File: src/rtl/red_pitaya_xadc_pkg.sv
// red_pitaya_xadc_pkg: shared types and constants for the XADC DRP arbiter.
package red_pitaya_xadc_pkg;

    typedef enum logic [1:0] {IDLE, AUTO_WAIT, SW_WAIT} state_t;

    localparam int ADDR_W = 7;
    localparam int DATA_W = 16;
    localparam int CHAN_W = 5;

    localparam logic [ADDR_W-1:0] ADDR_TEMP    = 7'h00;
    localparam logic [ADDR_W-1:0] ADDR_VCCINT  = 7'h01;
    localparam logic [ADDR_W-1:0] ADDR_VCCAUX  = 7'h02;
    localparam logic [ADDR_W-1:0] ADDR_VPVN    = 7'h03;
    localparam logic [ADDR_W-1:0] ADDR_VCCBRAM = 7'h06;
    localparam logic [ADDR_W-1:0] ADDR_VCCPINT = 7'h0D;
    localparam logic [ADDR_W-1:0] ADDR_VCCPAUX = 7'h0E;
    localparam logic [ADDR_W-1:0] ADDR_VCCDDR  = 7'h0F;
    localparam logic [ADDR_W-1:0] ADDR_VAUX0   = 7'h10;

endpackage

File: src/rtl/red_pitaya_xadc_drp_arb.sv
// red_pitaya_xadc_drp_arb: shares the XADC DRP between EOC auto-readout and software access.
// Define XADC_DRP_STATS_EN to enable the saturating overrun/timeout counter on stat_ovr_o.
module red_pitaya_xadc_drp_arb
    import red_pitaya_xadc_pkg::*;
#(
    parameter int TMO_W = 8
) (
    input  logic              clk_i,
    input  logic              rstn_i,
    input  logic              xadc_eoc_i,
    input  logic [CHAN_W-1:0] xadc_channel_i,
    output logic [ADDR_W-1:0] drp_addr_o,
    output logic              drp_en_o,
    output logic              drp_we_o,
    output logic [DATA_W-1:0] drp_di_o,
    input  logic [DATA_W-1:0] drp_do_i,
    input  logic              drp_drdy_i,
    input  logic              sw_req_i,
    input  logic              sw_we_i,
    input  logic [ADDR_W-1:0] sw_addr_i,
    input  logic [DATA_W-1:0] sw_wdata_i,
    output logic              sw_busy_o,
    output logic              sw_ack_o,
    output logic              sw_err_o,
    output logic [DATA_W-1:0] sw_rdata_o,
    output logic              res_valid_o,
    output logic [CHAN_W-1:0] res_chan_o,
    output logic [11:0]       res_data_o,
    output logic [15:0]       stat_ovr_o
);

    localparam logic [TMO_W-1:0] TMO_LAST = {{(TMO_W-1){1'b1}}, 1'b0};

    state_t state_q, state_d;
    logic auto_pend_q, auto_pend_d, sw_pend_q, sw_pend_d, sw_we_q, sw_we_d;
    logic [CHAN_W-1:0] auto_chan_q, auto_chan_d, res_chan_q, res_chan_d;
    logic [ADDR_W-1:0] sw_addr_q, sw_addr_d, drp_addr_q, drp_addr_d;
    logic [DATA_W-1:0] sw_wdata_q, sw_wdata_d, drp_di_q, drp_di_d, sw_rdata_q, sw_rdata_d;
    logic [TMO_W-1:0] tmo_q, tmo_d;
    logic sw_busy_q, sw_busy_d, drp_en_q, drp_en_d, drp_we_q, drp_we_d;
    logic sw_ack_q, sw_ack_d, sw_err_q, sw_err_d, res_valid_q, res_valid_d;
    logic [11:0] res_data_q, res_data_d;
    logic issue_auto, timeout;

    assign issue_auto = (state_q == IDLE) && auto_pend_q;
    assign timeout    = (tmo_q == TMO_LAST) && !drp_drdy_i;

    always_comb begin
        state_d     = state_q;
        auto_pend_d = auto_pend_q;
        auto_chan_d = auto_chan_q;
        sw_pend_d   = sw_pend_q;
        sw_we_d     = sw_we_q;
        sw_addr_d   = sw_addr_q;
        sw_wdata_d  = sw_wdata_q;
        drp_addr_d  = drp_addr_q;
        drp_we_d    = drp_we_q;
        drp_di_d    = drp_di_q;
        drp_en_d    = 1'b0;
        sw_ack_d    = 1'b0;
        sw_err_d    = sw_err_q;
        sw_rdata_d  = sw_rdata_q;
        res_valid_d = 1'b0;
        res_chan_d  = res_chan_q;
        res_data_d  = res_data_q;
        tmo_d       = (state_q == IDLE) ? '0 : tmo_q + 1'b1;
        case (state_q)
            IDLE: begin
                if (auto_pend_q) begin
                    drp_en_d   = 1'b1;
                    drp_addr_d = {2'b00, auto_chan_q};
                    drp_we_d   = 1'b0;
                    drp_di_d   = '0;
                    state_d    = AUTO_WAIT;
                end else if (sw_pend_q) begin
                    drp_en_d   = 1'b1;
                    drp_addr_d = sw_addr_q;
                    drp_we_d   = sw_we_q;
                    drp_di_d   = sw_wdata_q;
                    state_d    = SW_WAIT;
                end
            end
            AUTO_WAIT: begin
                // drp_addr_q still holds the issued channel even if a newer EOC overwrote auto_chan_q
                if (drp_drdy_i) begin
                    res_valid_d = 1'b1;
                    res_chan_d  = drp_addr_q[CHAN_W-1:0];
                    res_data_d  = drp_do_i[15:4];
                    state_d     = IDLE;
                end else if (timeout) begin
                    state_d = IDLE;
                end
            end
            SW_WAIT: begin
                if (drp_drdy_i || timeout) begin
                    sw_ack_d   = 1'b1;
                    sw_err_d   = !drp_drdy_i;
                    sw_rdata_d = drp_drdy_i ? drp_do_i : '0;
                    sw_pend_d  = 1'b0;
                    state_d    = IDLE;
                end
            end
            default: state_d = IDLE;
        endcase
        if (xadc_eoc_i) begin
            auto_pend_d = 1'b1;
            auto_chan_d = xadc_channel_i;
        end else if (issue_auto) begin
            auto_pend_d = 1'b0;
        end
        if (sw_req_i && !sw_busy_q) begin
            sw_pend_d  = 1'b1;
            sw_we_d    = sw_we_i;
            sw_addr_d  = sw_addr_i;
            sw_wdata_d = sw_wdata_i;
        end
        // busy covers the ack cycle so a new request cannot land on the completion strobe
        sw_busy_d = sw_pend_d || sw_ack_d;
    end

    always_ff @(posedge clk_i or negedge rstn_i) begin
        if (!rstn_i) begin
            state_q     <= IDLE;
            auto_pend_q <= 1'b0;
            auto_chan_q <= '0;
            sw_pend_q   <= 1'b0;
            sw_we_q     <= 1'b0;
            sw_addr_q   <= '0;
            sw_wdata_q  <= '0;
            sw_busy_q   <= 1'b0;
            tmo_q       <= '0;
            drp_addr_q  <= '0;
            drp_en_q    <= 1'b0;
            drp_we_q    <= 1'b0;
            drp_di_q    <= '0;
            sw_ack_q    <= 1'b0;
            sw_err_q    <= 1'b0;
            sw_rdata_q  <= '0;
            res_valid_q <= 1'b0;
            res_chan_q  <= '0;
            res_data_q  <= '0;
        end else begin
            state_q     <= state_d;
            auto_pend_q <= auto_pend_d;
            auto_chan_q <= auto_chan_d;
            sw_pend_q   <= sw_pend_d;
            sw_we_q     <= sw_we_d;
            sw_addr_q   <= sw_addr_d;
            sw_wdata_q  <= sw_wdata_d;
            sw_busy_q   <= sw_busy_d;
            tmo_q       <= tmo_d;
            drp_addr_q  <= drp_addr_d;
            drp_en_q    <= drp_en_d;
            drp_we_q    <= drp_we_d;
            drp_di_q    <= drp_di_d;
            sw_ack_q    <= sw_ack_d;
            sw_err_q    <= sw_err_d;
            sw_rdata_q  <= sw_rdata_d;
            res_valid_q <= res_valid_d;
            res_chan_q  <= res_chan_d;
            res_data_q  <= res_data_d;
        end
    end

`ifdef XADC_DRP_STATS_EN
    logic        ovr, tmo_auto;
    logic [15:0] stat_q;
    logic [16:0] stat_sum;
    assign ovr      = xadc_eoc_i && auto_pend_q && !issue_auto;
    assign tmo_auto = (state_q == AUTO_WAIT) && timeout;
    assign stat_sum = {1'b0, stat_q} + {16'd0, ovr} + {16'd0, tmo_auto};
    always_ff @(posedge clk_i or negedge rstn_i) begin
        if (!rstn_i) stat_q <= '0;
        else         stat_q <= stat_sum[16] ? 16'hFFFF : stat_sum[15:0];
    end
    assign stat_ovr_o = stat_q;
`else
    assign stat_ovr_o = '0;
`endif

    assign drp_addr_o  = drp_addr_q;
    assign drp_en_o    = drp_en_q;
    assign drp_we_o    = drp_we_q;
    assign drp_di_o    = drp_di_q;
    assign sw_busy_o   = sw_busy_q;
    assign sw_ack_o    = sw_ack_q;
    assign sw_err_o    = sw_err_q;
    assign sw_rdata_o  = sw_rdata_q;
    assign res_valid_o = res_valid_q;
    assign res_chan_o  = res_chan_q;
    assign res_data_o  = res_data_q;

endmodule
File: config.mk
export PLATFORM = sky130hd
export DESIGN_NAME = red_pitaya_xadc_drp_arb
export DESIGN_NICKNAME = d
export VERILOG_FILES = /design/src/rtl/red_pitaya_xadc_pkg.sv /design/src/rtl/red_pitaya_xadc_drp_arb.sv
export SDC_FILE = /design/constraint.sdc
export NUM_CORES = 1
export LEC_CHECK = 0
export CORE_MARGIN = 2
export CORE_UTILIZATION = 51
export DETAILED_ROUTE_END_ITERATION = 7
export GPL_TIMING_DRIVEN = 0
export PLACE_DENSITY = 0.94
export SLEW_MARGIN = 20
export SYNTH_ARGS = -nofsm -noshare
export SYNTH_HDL_FRONTEND = slang
export SYNTH_SLANG_ARGS = --single-unit
File: constraint.sdc
create_clock -name clk_i -period 2.95 [get_ports clk_i]
set_clock_uncertainty 0.15 [all_clocks]
set_input_delay 0.59 -clock clk_i [delete_from_list [all_inputs] [get_ports clk_i]]
set_output_delay 0.59 -clock clk_i [all_outputs]
set_load 0.01 [all_outputs]
==> metrics.txt <==
die width=96.7 um; Total Power=~5600 uW; Initial Utilization=53.1%; Tot GR Track Use=about a fifth; initial antenna violation count=0; worst vdd ir=0.555 mV; Die Ht=slightly below 100 um; largest net degree at the start of global routing=57; sw frac=32.2%; hold depth=1; Synth Register Bits=103; status=completed; Num CTS Buffers=9; Startpoint Class=flop; Rows=33; sequential area share after synthesis=58.8%; first-pass GRT wire length=around 16000 um; GP Congestion=0.793; hold_sp=sw_wdata_q[15]; DRT iter0 DRCs=75; number of routed nets with antenna violations=0; number of flops mapped to enable cells by yosys=0; Ant. Diodes=0; Synth cell types=38; Clock Tree Root=clkbuf_8; Pint=3820 uW; drt wl/cell=16.7 um; hold crit path type=flop to flop; Via density=5.25; Synth Area per Inst=13.9 um^2; combinational power share=42.9%; post-route clock period utilization=between 60% and 70%; post-layout util=71.4%; total wire length=9400 um; Die ar.=9350 um^2; part of the power in registers=42.6%; Cell Chain, Critical Path=clkdlybuf4s50_1; Max stage delay on crit path=550 ps; dpl cells=547; minimum clock period=2060 ps; clock sink count=103; Setup violations, final=0; CP top delay family=buffers and inverters; PD cells=956 nW/um^2; CP max FO=3; max_cap viols=0; R2R setup slack=1250 ps; post-layout net count=506; reg2reg end=sw_addr_q[4]; length in cells of the worst reg-to-reg path=4; Critical Path End Type=output port; input/output buffers=between 100 and 150; dominant synthesized flop cell=dfrtp_1; Async SR Flop Fraction=between 90% and 100%; H-Tree Depth=3; CTS Buffer Depth=2; reg-to-reg critical path startpoint=sw_busy_o; leakage=0.00261 uW; GRT overflow=0; fin. max-slew vios=0; CTS tree=done; CP required=2210 ps; CP Class=flop to output port; drt first pass iters=4; vias in the first global route=3180; crit path DAT=approximately 1300 ps; Ys Warns=0; WP buf/inv=1; number of I/O pins=128; Post-Syn Area=4380 um^2; Core ar.=8260 um^2; cells after synthesis=316; share of layout cells above drive strength 1=26.6%; drt drc=0; Via Count=2961; # resized after CTS=0; FMAX=between 400 and 500 MHz; Hold Path End=drp_di_o[15]; Hold Violations, Final=0; Final HPWL DP=6910 um; Clock transition at path regs=90 ps; Net Switching=1820 uW; RSZ-0062 raised after global routing=no; Worst-Skew Late Latency=between 300 and 400 ps; P&R area growth vs syn=34.5%; Clk pwr share=between 10 and 15%; CP max-delay cell=clkdlybuf4s50_1; non-filler cells, final=564
==> state kept, by name, indices dropped and copies added, names as in the netlist, 7 cells and up <==
signal and count:
sw_wdata_q 16, tmo_q 8, sw_addr_q 7, sw_rdata_o 16, drp_di_o 16, drp_addr_o 7, res_data_o 12
==> synth_stat cells (4+ instances only) <==
cell type  count  area, um^2
dfrtp_1      103        2580
mux2_2        47         529
a22o_1        19         166
buf_4         19         143
nand2b_1      18         113
o21ai_1       12        60.1
a22oi_2       10         125
mux2_4         9         135
o21ai_0        8        40.0
buf_6          7        78.8
nor2_1         7        26.3
a22oi_1        6        45.0
buf_2          6        30.0
nand3_1        6        30.0
inv_1          5        18.8
a21oi_1        4        20.0
or3_1          4        25.0
==> repair_timing <==
item	CTS	global route
setup buffers	0	0
endpoints found under the setup margin	0	0
hold endpoints to repair	5	0
hold buffers	1	0
==> per-stage QoR <==
stage | setup WS (ps) | hold slack [ps] | setup TNS (ps) | area [um^2]
floorplan | 1250 | 144 | 0 | 4440
global placement | -2510 | 320 | -258540 | 5670
detailed placement | 538 | 330 | 0 | 5700
CTS | 865 | 340 | 0 | 5890
global route | 825 | 368 | 0 | 5890
finish | 887 | 343 | 0 | 5890
==> logic make-up after synthesis <==
group	Yosys count	share of synthesized area [%]
flops	103	58.8
compound gates	66	12.0
mux	56	15.2
simple gates	45	6.34
buf+inv	40	6.43
xor+xnor	3	0.600
fa+ha+maj	2	0.571
other cells	1	0.0856
==> worst register-to-register path: cells and delay by family (launching register included) <==
kind / cells / cell delay [ps]
buffers and inverters: 2 / 560
flip-flops: 1 / 380
multiplexers: 1 / 380
AND/OR/NAND/NOR: 1 / 110
==> how the worst max path moves through the flow <==
stage,startpoint,to,slack (ps),cells after the start
5_1_grt,drp_addr_o[0],drp_addr_o[0],830,1
3_5_place_dp,sw_req_i,sw_addr_q[3],540,5
4_1_cts,sw_rdata_o[11],sw_rdata_o[11],860,1
2_1_floorplan,sw_req_i,sw_addr_q[0],1250,4
6_report,sw_rdata_o[14],sw_rdata_o[14],890,1
3_3_place_gp,rstn_i,res_valid_o,-2510,1
==> power groups by stage <==
stage	Sequential (uW)	Combinational, uW	Clock, uW
after floorplan	2500	1210	0
after global placement	2370	2330	0
after detailed placement	2420	2430	0
after CTS	2400	2450	849
after global routing	2480	2600	909
final	2400	2420	821
==> routing by layer <==
layer	global-route usage [%]	routed length [um]	vias up
met4	6.07	144	0
met1	26.5	4050	1461
li1	-	-	1363
met3	5.78	623	18
met2	35.7	4580	119
met5	0	0	-
==> final cells by class <==
cell class | instances | area (um^2)
timing repair buffer | 112 | 1140
sequential | 103 | 2580
clock inverter | 4 | 30.0
tap | 105 | 131
multi-input combinational | 188 | 1580
clock buffer | 12 | 155
buffer | 35 | 263
fill | 558 | 2360
inverter | 5 | 18.8
==> placed cells by master, fill, tap and decap left out, types with 2 or more instances in the layout <==
cell type,instances
inv_1,5
o21ai_0,8
mux2_2,47
ha_1,2
a21oi_1,4
mux2_4,9
xor2_1,2
a22oi_1,6
a22oi_2,10
a22o_1,19
o21ba_2,2
clkbuf_8,11
o21ai_1,12
buf_4,19
conb_1,16
nand2b_1,18
clkdlybuf4s50_1,109
dfrtp_1,103
buf_2,6
or3_1,4
nor2_1,7
nand3_1,6
clkinv_4,2
clkbuf_1,4
buf_6,8
Note: power is estimated with default switching activity, not from simulation.
